File: config.mk
export PLATFORM = sky130hd
export DESIGN_NAME = nx_stream_hub
export DESIGN_NICKNAME = d
export VERILOG_FILES = /design/src/rtl/nx_constants_pkg.sv /design/src/rtl/nx_fifo.sv /design/src/rtl/nx_stream_hub.sv
export SDC_FILE = /design/constraint.sdc
export NUM_CORES = 1
export LEC_CHECK = 0
export CAP_MARGIN = 20
export CORE_MARGIN = 4
export CORE_UTILIZATION = 59
export DETAILED_ROUTE_END_ITERATION = 10
export HOLD_SLACK_MARGIN = 0.1
export PLACE_DENSITY = 0.92
export SYNTH_ARGS = -nofsm -noshare
export SYNTH_HDL_FRONTEND = slang
export SYNTH_HIERARCHICAL = 1
export SYNTH_SLANG_ARGS = --single-unit
File: constraint.sdc
create_clock -name clk_i -period 14.22 [get_ports clk_i]
set_input_delay 1.422 -clock clk_i [delete_from_list [all_inputs] [get_ports clk_i]]
set_output_delay 1.422 -clock clk_i [all_outputs]
set_load 0.02 [all_outputs]
File: src/rtl/nx_constants_pkg.sv
// Shared message definitions for the nx mesh: message header, payload and helpers.
package nx_constants;

  localparam int NX_COL_W     = 4;
  localparam int NX_TAG_W     = 8;
  localparam int NX_PAYLOAD_W = 32;

  typedef struct packed {
    logic [NX_TAG_W-1:0] tag;
    logic [NX_COL_W-1:0] col;
  } nx_header_t;

  typedef struct packed {
    nx_header_t              hdr;
    logic [NX_PAYLOAD_W-1:0] payload;
  } nx_message_t;

  localparam int NX_MSG_W = $bits(nx_message_t);

  function automatic logic [NX_COL_W-1:0] nx_col(input nx_message_t m);
    return m.hdr.col;
  endfunction

endpackage

File: src/rtl/nx_fifo.sv
// Power-of-two FIFO with combinational read port so a pushed entry is poppable next cycle.
module nx_fifo #(
  parameter int DEPTH = 4,
  parameter int WIDTH = 8
) (
  input  logic             clk,
  input  logic             srst,
  input  logic             push,
  input  logic [WIDTH-1:0] push_data,
  input  logic             pop,
  output logic [WIDTH-1:0] pop_data,
  output logic             full,
  output logic             empty
);

  localparam int PTR_W = $clog2(DEPTH);

  logic [WIDTH-1:0] mem_reg [DEPTH];
  logic [PTR_W-1:0] wr_ptr_reg;
  logic [PTR_W-1:0] rd_ptr_reg;
  logic [PTR_W:0]   count_reg;
  logic             do_push;
  logic             do_pop;

  assign full     = (count_reg == (PTR_W+1)'(DEPTH));
  assign empty    = (count_reg == '0);
  assign do_pop   = pop && !empty;
  // A full FIFO may still take a write when the same cycle frees a slot.
  assign do_push  = push && (!full || do_pop);
  assign pop_data = mem_reg[rd_ptr_reg];

  always_ff @(posedge clk) begin
    if (do_push) begin
      mem_reg[wr_ptr_reg] <= push_data;
    end
  end

  always_ff @(posedge clk) begin
    if (srst) begin
      wr_ptr_reg <= '0;
      rd_ptr_reg <= '0;
      count_reg  <= '0;
    end else begin
      if (do_push) wr_ptr_reg <= wr_ptr_reg + 1'b1;
      if (do_pop)  rd_ptr_reg <= rd_ptr_reg + 1'b1;
      case ({do_push, do_pop})
        2'b10:   count_reg <= count_reg + 1'b1;
        2'b01:   count_reg <= count_reg - 1'b1;
        default: count_reg <= count_reg;
      endcase
    end
  end

endmodule

File: src/rtl/nx_stream_hub.sv
// Host <-> mesh column stream hub: routes host messages by column, merges column traffic round-robin.
// Optional traffic counters are enabled by defining NX_HUB_STATS_EN.
module nx_stream_hub
  import nx_constants::*;
#(
  parameter int CHANNELS       = 4,
  parameter int FIFO_DEPTH     = 4,
  parameter int ADDR_COL_WIDTH = 4
) (
  input  logic                         clk_i,
  input  logic                         rst_i,
  input  nx_message_t                  host_ib_data_i,
  input  logic                         host_ib_valid_i,
  output logic                         host_ib_ready_o,
  output nx_message_t                  host_ob_data_o,
  output logic                         host_ob_valid_o,
  input  logic                         host_ob_ready_i,
  output nx_message_t [CHANNELS-1:0]   chan_ob_data_o,
  output logic        [CHANNELS-1:0]   chan_ob_valid_o,
  input  logic        [CHANNELS-1:0]   chan_ob_ready_i,
  input  nx_message_t [CHANNELS-1:0]   chan_ib_data_i,
  input  logic        [CHANNELS-1:0]   chan_ib_valid_i,
  output logic        [CHANNELS-1:0]   chan_ib_ready_o,
  output logic                         idle_o
`ifdef NX_HUB_STATS_EN
  ,
  output logic [31:0]                  stat_in_o,
  output logic [31:0]                  stat_out_o,
  output logic [31:0]                  stat_drop_o
`endif
);

  localparam int GRANT_W = (CHANNELS > 1) ? $clog2(CHANNELS) : 1;

  nx_message_t                route_data_reg;
  logic                       route_valid_reg;
  logic [ADDR_COL_WIDTH-1:0]  route_col;
  logic [CHANNELS-1:0]        route_hit;
  logic                       route_accept;
  logic                       route_drop;
  logic                       host_ib_xfer;

  nx_message_t                ob_data_reg;
  logic                       ob_valid_reg;
  logic                       ob_load;
  logic [GRANT_W-1:0]         start_reg;
  logic [GRANT_W-1:0]         grant_idx;
  logic                       grant_any;

  logic [CHANNELS-1:0]        fifo_full;
  logic [CHANNELS-1:0]        fifo_empty;
  logic [CHANNELS-1:0]        fifo_pop;
  logic [NX_MSG_W-1:0]        fifo_dout [CHANNELS];

  assign route_col    = ADDR_COL_WIDTH'(nx_col(route_data_reg));
  assign route_accept = |(chan_ob_valid_o & chan_ob_ready_i);
  // Out-of-range columns match no channel and are retired one cycle after capture.
  assign route_drop   = route_valid_reg && !(|route_hit);

  assign host_ib_ready_o = !rst_i && (!route_valid_reg || route_accept || route_drop);
  assign host_ib_xfer    = host_ib_valid_i && host_ib_ready_o;

  assign host_ob_valid_o = !rst_i && ob_valid_reg;
  assign host_ob_data_o  = ob_data_reg;
  assign ob_load         = grant_any && (!ob_valid_reg || host_ob_ready_i);

  assign idle_o = rst_i || (!route_valid_reg && !ob_valid_reg && (&fifo_empty));

  genvar gi;
  generate
    for (gi = 0; gi < CHANNELS; gi++) begin : g_chan
      assign route_hit[gi]       = (route_col == ADDR_COL_WIDTH'(gi));
      assign chan_ob_valid_o[gi] = !rst_i && route_valid_reg && route_hit[gi];
      assign chan_ob_data_o[gi]  = route_data_reg;
      assign chan_ib_ready_o[gi] = !rst_i && !fifo_full[gi];
      assign fifo_pop[gi]        = ob_load && (grant_idx == GRANT_W'(gi));

      nx_fifo #(
        .DEPTH (FIFO_DEPTH),
        .WIDTH (NX_MSG_W)
      ) u_fifo (
        .clk       (clk_i),
        .srst      (rst_i),
        .push      (chan_ib_valid_i[gi] && chan_ib_ready_o[gi]),
        .push_data (chan_ib_data_i[gi]),
        .pop       (fifo_pop[gi]),
        .pop_data  (fifo_dout[gi]),
        .full      (fifo_full[gi]),
        .empty     (fifo_empty[gi])
      );
    end
  endgenerate

  // Round-robin search beginning at the channel after the last grant.
  always_comb begin : arb
    int idx;
    idx       = 0;
    grant_any = 1'b0;
    grant_idx = '0;
    for (int k = 0; k < CHANNELS; k++) begin
      idx = int'(start_reg) + k;
      if (idx >= CHANNELS) idx = idx - CHANNELS;
      if (!grant_any && !fifo_empty[idx]) begin
        grant_any = 1'b1;
        grant_idx = GRANT_W'(idx);
      end
    end
  end

  always_ff @(posedge clk_i) begin
    if (rst_i) begin
      route_valid_reg <= 1'b0;
    end else if (host_ib_xfer) begin
      route_valid_reg <= 1'b1;
      route_data_reg  <= host_ib_data_i;
    end else if (route_accept || route_drop) begin
      route_valid_reg <= 1'b0;
    end
  end

  always_ff @(posedge clk_i) begin
    if (rst_i) begin
      ob_valid_reg <= 1'b0;
      start_reg    <= '0;
    end else if (ob_load) begin
      ob_valid_reg <= 1'b1;
      ob_data_reg  <= nx_message_t'(fifo_dout[grant_idx]);
      start_reg    <= (grant_idx == GRANT_W'(CHANNELS - 1)) ? '0 : grant_idx + 1'b1;
    end else if (host_ob_ready_i) begin
      ob_valid_reg <= 1'b0;
    end
  end

`ifdef NX_HUB_STATS_EN
  logic [31:0] stat_in_reg;
  logic [31:0] stat_out_reg;
  logic [31:0] stat_drop_reg;

  always_ff @(posedge clk_i) begin
    if (rst_i) begin
      stat_in_reg   <= '0;
      stat_out_reg  <= '0;
      stat_drop_reg <= '0;
    end else begin
      if (host_ib_xfer)                       stat_in_reg   <= stat_in_reg + 1'b1;
      if (host_ob_valid_o && host_ob_ready_i) stat_out_reg  <= stat_out_reg + 1'b1;
      if (route_drop)                         stat_drop_reg <= stat_drop_reg + 1'b1;
    end
  end

  assign stat_in_o   = stat_in_reg;
  assign stat_out_o  = stat_out_reg;
  assign stat_drop_o = stat_drop_reg;
`endif

endmodule

==> results_dict.tcl, run 1 <==
set metrics [dict create \
    outcome "finished, final reports clean" \
    maxCapViolations 0 \
    ios 463 \
    clock_latency_ns 0.65 \
    synth_area_per_cell_um2 21.1 \
    detail_route.first_pass.iterations 7 \
    grt_pass1_vias 17700 \
    place_hpwl_um 55200 \
    rsz0062_at_grt "false" \
    std_cell_rows 86 \
    report.final.slew_viol_count 0 \
    netlist_area_mm2 0.0332 \
    hold_viol 0 \
    crit_path_start "rst_i" \
    cts_setup_buffers 0 \
    max_stage_delay_ns 0.56 \
    vdd_drop_max_v 0.000218 \
    clockRootBuffer "clkbuf_16" \
    timing.rr.start "g_chan[1].u_fifo/count_reg[1]" \
    initial_core_util_pct 59.9 \
    r2r_end "host_ob_data_o[12]" \
    fmax_mhz 193 \
    largest_reg_flops 704 \
    mostFrequentLayoutCell "edfxtp_1" \
    path_depth 8 \
    cts_hold_buf 0 \
    final_nets 2211 \
    critical_path_required_ns 12.80 \
    cp-endpoint "host_ib_ready_o" \
    seq_area_frac_synth_pct 74.0 \
    reg2reg_slack_ns 9.59 \
    cts_sinks 832 \
    die_y_um 245 \
    grt_antenna_before_repair 16 \
    place_area_mm2 0.0374 \
    power_density_mw_per_mm2 157 \
    crit_path_end_kind "primary output" \
    num_vias 17000 \
    die_width_um 245 \
    cp.arrival_ns 3.77 \
    setup_viol_count_final 0 \
    synth_nets 1832 \
    core_area_mm2 0.0554 \
    finClkSkew_ns 0.0449 \
    grt_pass1_wl_um 125000 \
    min_period_over_period_pct 36.5 \
    layout_common_cells "edfxtp_1 (792), clkdlybuf4s50_1 (462), mux4_2 (164)" \
    crit_family "buffers and inverters" \
    crit_path_top_delay_cell "clkdlybuf4s50_1" \
    post-place-ws_ns 9.08 \
    gr-usage-all-layers_pct 29.1 \
    fin_ws_ns 9.03 \
    slew-limit-headroom_pct 23.0 \
    cts_tree "yes" \
    ys_ff_latch 832 \
    finalSetupTns_ns 0 \
    drive_gt1_share_pct 17.1 \
    synth_ff_type "edfxtp_1" \
    synth_cells 1573 \
    worstSetupPathType "in2out" \
    hold_class "reg2reg" \
    cp.buffers_inverters 4 \
    portBuffers 462 \
    grt_overflow 0 \
    p_leak_nw 13.1 \
    path_cells "clkdlybuf4s50_1, buf_4, inv_1, nand3_1, nor3b_1, a21oi_1, nor2_1, clkdlybuf4s50_1" \
    n_fill_cell 3048 \
    cp-start-kind "input pin" \
    clk_pin_slew_ns 0.06 \
    place_congestion 0.826 \
    syn_to_final_growth_pct 20.5 \
    dieArea_mm2 0.0601 \
    synth_edf_count 792 \
    routedWlPerCell_um 31.5 \
    worst_slew_pin_slew_ns 1.16 \
    cts_buffers 81 \
    htree_levels 3 \
    critPathMaxFanout 50 \
    drc 0 \
    drtIter0Drc 1868 \
    synthDistinctLibCells 52 \
    grt_max_degree 51 \
    reg2reg_depth 8 \
    path_common_cell "clkdlybuf4s50_1" \
    ys_async_sr_fraction_pct 0 \
    report.power.total_w 0.00627 \
    wl_um 87400 \
    drtAntennaViolNets 0 \
    yosys_warnings 6 \
    fin_crit_ns 5.19 \
    final_area_mm2 0.0400 \
    via_per_inst 6.11 \
    cts.repair.resized 0 \
    cts_buffer_depth 3 \
]
-- tightest hold or removal path, delay by kind of cell, from the launching register on --
| family | cells | cell delay (ns) |
|---|---|---|
| DFF | 1 | 0.31 |
| AOI/OAI and AO/OA | 2 | 0.14 |
-- synthesized netlist by cell type (4+ instances only) --
cell type	count	area, um^2
mux4_2	164	3690
mux4_1	12	315
buf_12	18	360
and2_1	21	131
and3_1	5	31.3
buf_6	9	101
clkbuf_1	7	26.3
nand3_1	4	20.0
nor3_1	6	30.0
mux2i_1	137	1370
dfxtp_1	40	801
buf_8	4	60.1
nand2b_1	10	62.6
or3_1	6	37.5
edfxtp_1	792	23800
ha_1	23	288
inv_1	36	135
buf_4	136	1020
fa_1	4	80.1
nor2_1	41	154
buf_2	15	75.1
o31ai_1	4	30.0
o21ai_0	7	35.0
a21oi_1	12	60.1
nand2_1	7	26.3
xor2_1	12	105
-- how the worst min path moves through the flow --
stage | startpoint | to | slack, ns | cells after the start
after CTS | g_chan[0].u_fifo/rd_ptr_reg[1] | flip-flop | 0.50 | 2
after global placement | g_chan[1].u_fifo/rd_ptr_reg[1] | flip-flop | 0.47 | 2
after floorplan | g_chan[0].u_fifo/rd_ptr_reg[1] | flip-flop | 0.46 | 2
after global routing | g_chan[0].u_fifo/rd_ptr_reg[1] | flip-flop | 0.54 | 2
after detailed placement | g_chan[0].u_fifo/rd_ptr_reg[1] | flip-flop | 0.48 | 2
final | g_chan[0].u_fifo/rd_ptr_reg[1] | flip-flop | 0.50 | 2
-- area by class of cell --
cell class	count	area (um^2)	area share [%]
flip-flops and latches	832	24600	61.5
multi-input cells	511	6850	17.1
repair buffers	490	4880	12.2
clock buffers	107	2180	5.44
well taps	748	936	2.34
clock inverters	43	399	0.998
inverters	36	135	0.338
diodes	8	20.0	0.0501
-- power breakdown --
part	switching, W	internal, W	leakage (nW)
sequential	0.000159	0.00287	7.55
combinational	0.000618	0.000515	4.27
clock	0.000913	0.00119	1.25
total	0.00169	0.00458	13.1
-- stage by stage --
step / std cells / utilization (%) / hold slack, ns
after floorplan: 1573 / - / 0.459
after global placement: 2613 / 67.3 / 0.465
after detailed placement: 2617 / 67.5 / 0.484
after CTS: 2767 / 72.1 / 0.499
after global routing: 2767 / 72.1 / 0.544
final: 2775 / 72.2 / 0.499
-- layer usage --
layer	up-vias	GRT usage [%]	wire, um
li1	6951	-	-
met1	8669	33.6	28300
met2	1108	51.6	46100
met3	212	7.18	8550
met4	20	13.1	4350
met5	-	0	138
-- logic make-up after synthesis --
| family | after synthesis | share of synthesized area, % |
|---|---|---|
| flops | 832 | 74.0 |
| xor+xnor | 14 | 0.369 |
| compound gates | 40 | 0.837 |
| simple gates | 113 | 1.85 |
| mux | 317 | 16.4 |
| buf+inv | 230 | 5.43 |
| fa+ha+maj | 27 | 1.11 |
(Power assumes the default switching activity.)
==> inputs of run 2 (changes only) <==
Settings changed: CORE_UTILIZATION 59 to 49, PLACE_DENSITY 0.92 to 0.83.
Clock period 14.22 ns to 4.6 ns, I/O delays scaled along.
==> run 2 against run 1 <==
Compared with the run above: critical path depth grew 9; register-to-register slack lost 8.9 ns; final cell count grew 4.8%; largest cell class unchanged; first-iteration DRC count shrank 19%; combinational power grew to 3.2 times the previous value; non-clock buffer count grew 10; global-route usage shrank 7.7 points; worst hold slack lost 0.11 ns.
==> results_dict.tcl, run 2 (synthesis gave the netlist of run 1 again) <==
set metrics [dict create \
    cp-start-kind "flip-flop" \
    htree_levels 3 \
    portBuffers 462 \
    wl_um 78600 \
    std_cell_rows 95 \
    cts_hold_buf 0 \
    clock_latency_ns 0.63 \
    outcome "finished, final reports clean" \
    finalSetupTns_ns 0 \
    worstSetupPathType "reg2reg" \
    drtAntennaViolNets 0 \
    grt_pass1_vias 16600 \
    cts_setup_buffers 0 \
    cp.arrival_ns 4.47 \
    gr-usage-all-layers_pct 21.4 \
    layout_common_cells "edfxtp_1 (792), clkdlybuf4s50_1 (462), mux4_2 (164)" \
    worst_slew_pin_slew_ns 1.02 \
    hold_class "in2reg" \
    fin_ws_ns 0.656 \
    vdd_drop_max_v 0.000479 \
    power_density_mw_per_mm2 489 \
    crit_path_end_kind "flip-flop" \
    report.final.slew_viol_count 0 \
    largest_reg_flops 704 \
    fmax_mhz 254 \
    finClkSkew_ns 0.0262 \
    cts.repair.resized 0 \
    min_period_over_period_pct 85.7 \
    die_width_um 268 \
    report.power.total_w 0.0198 \
    clk_pin_slew_ns 0.06 \
    ios 463 \
    clockRootBuffer "clkbuf_16" \
    final_nets 2224 \
    mostFrequentLayoutCell "edfxtp_1" \
    drive_gt1_share_pct 17.9 \
    cts_buffer_depth 3 \
    grt_antenna_before_repair 17 \
    post-place-ws_ns 0.744 \
    die_y_um 268 \
    final_area_mm2 0.0406 \
    cts_sinks 832 \
    rsz0062_at_grt "false" \
    core_area_mm2 0.0672 \
    slew-limit-headroom_pct 31.5 \
    p_leak_nw 13.3 \
    syn_to_final_growth_pct 22.2 \
    num_vias 16300 \
    initial_core_util_pct 49.4 \
    cts_buffers 84 \
    grt_pass1_wl_um 112000 \
    place_area_mm2 0.0377 \
    critical_path_required_ns 5.12 \
    setup_viol_count_final 0 \
    fin_crit_ns 3.94 \
    grt_max_degree 82 \
    maxCapViolations 0 \
    grt_overflow 0 \
    place_congestion 0.822 \
    detail_route.first_pass.iterations 5 \
    drc 0 \
    timing.hold.ws_ns 0.389 \
    drtIter0Drc 1518 \
    place_hpwl_um 53800 \
    critPathMaxFanout 9 \
    via_per_inst 5.61 \
    dieArea_mm2 0.0720 \
    routedWlPerCell_um 27.0 \
    hold_viol 0 \
    cts_tree "yes" \
]
[run 2: changes by cell type in the layout (fill, tap and decap cells not counted), sizes merged]
cell	before	now
inv	41	38
clkinvlp	4	3
buf	28	38
bufinv	6	13
clkbuf	107	108
diode	8	4
clkinv	28	27
[run 2: final timing paths]
path / from / end / slack, ns / depth (start not counted)
setup / recovery: g_chan[1].u_fifo/count_reg[0] / g_chan[0].u_fifo/count_reg[2] / 0.66 / 17
hold / removal: host_ib_data_i[33] / route_col[1] / 0.39 / 1
setup reg to reg: g_chan[1].u_fifo/count_reg[0] / g_chan[0].u_fifo/count_reg[2] / 0.66 / 17
hold reg to reg: g_chan[1].u_fifo/rd_ptr_reg[1] / flip-flop / 0.51 / 2
[run 2: cell type report]
cell class              instances  area, um^2
diodes                          4        10.0
clock buffers                 108        2270
clock inverters                45         587
fillers                      4607       26600
inverters                      36         135
multi-input cells             511        6850
flip-flops and latches        832       24600
well taps                     873        1090
repair buffers                500        5020
[run 2: where the power goes]
part / switching, W / internal (W) / total, W
Combinational: 0.00195 / 0.00164 / 0.00359
Clock: 0.00279 / 0.00423 / 0.00702
Sequential: 0.000356 / 0.00888 / 0.00923
[run 2: per-stage QoR]
stage	std cells	util (%)
after floorplan	1573	-
after CTS	2904	60.4
final	2909	60.4
after detailed placement	2751	56.1
after global placement	2751	56.1
after global routing	2906	60.4
[run 2: worst max-delay path, stage by stage, from the launching register on]
cell      delay [ns]
dfxtp_1         0.36
nor3_1          0.60
nor2b_4         0.29
o21ai_1         0.08
a22oi_2         0.25
buf_4           0.26
inv_1           0.08
ha_1            0.17
and3_1          0.18
inv_1           0.09
a21boi_2        0.12
inv_1           0.09
ha_1            0.19
inv_1           0.07
fa_1            0.38
xor2_1          0.16
or3_1           0.31
a21oi_1         0.16
[run 2: per-layer routing]
layer / share of wire [%] / vias to the layer above / GRT usage, %
met4: 2.1 / 22 / 5.88
met2: 52 / 778 / 36.8
met5: 0.19 / - / 0
li1: - / 6994 / -
met1: 37 / 8412 / 27.3
met3: 9.2 / 109 / 5.70
==> inputs of run 3 (changes only) <==
Settings changed: GPL_ROUTABILITY_DRIVEN from default to 0.
==> results of run 3 <==
Same layout as run 2: the final DEF is identical, and so are final timing and power.
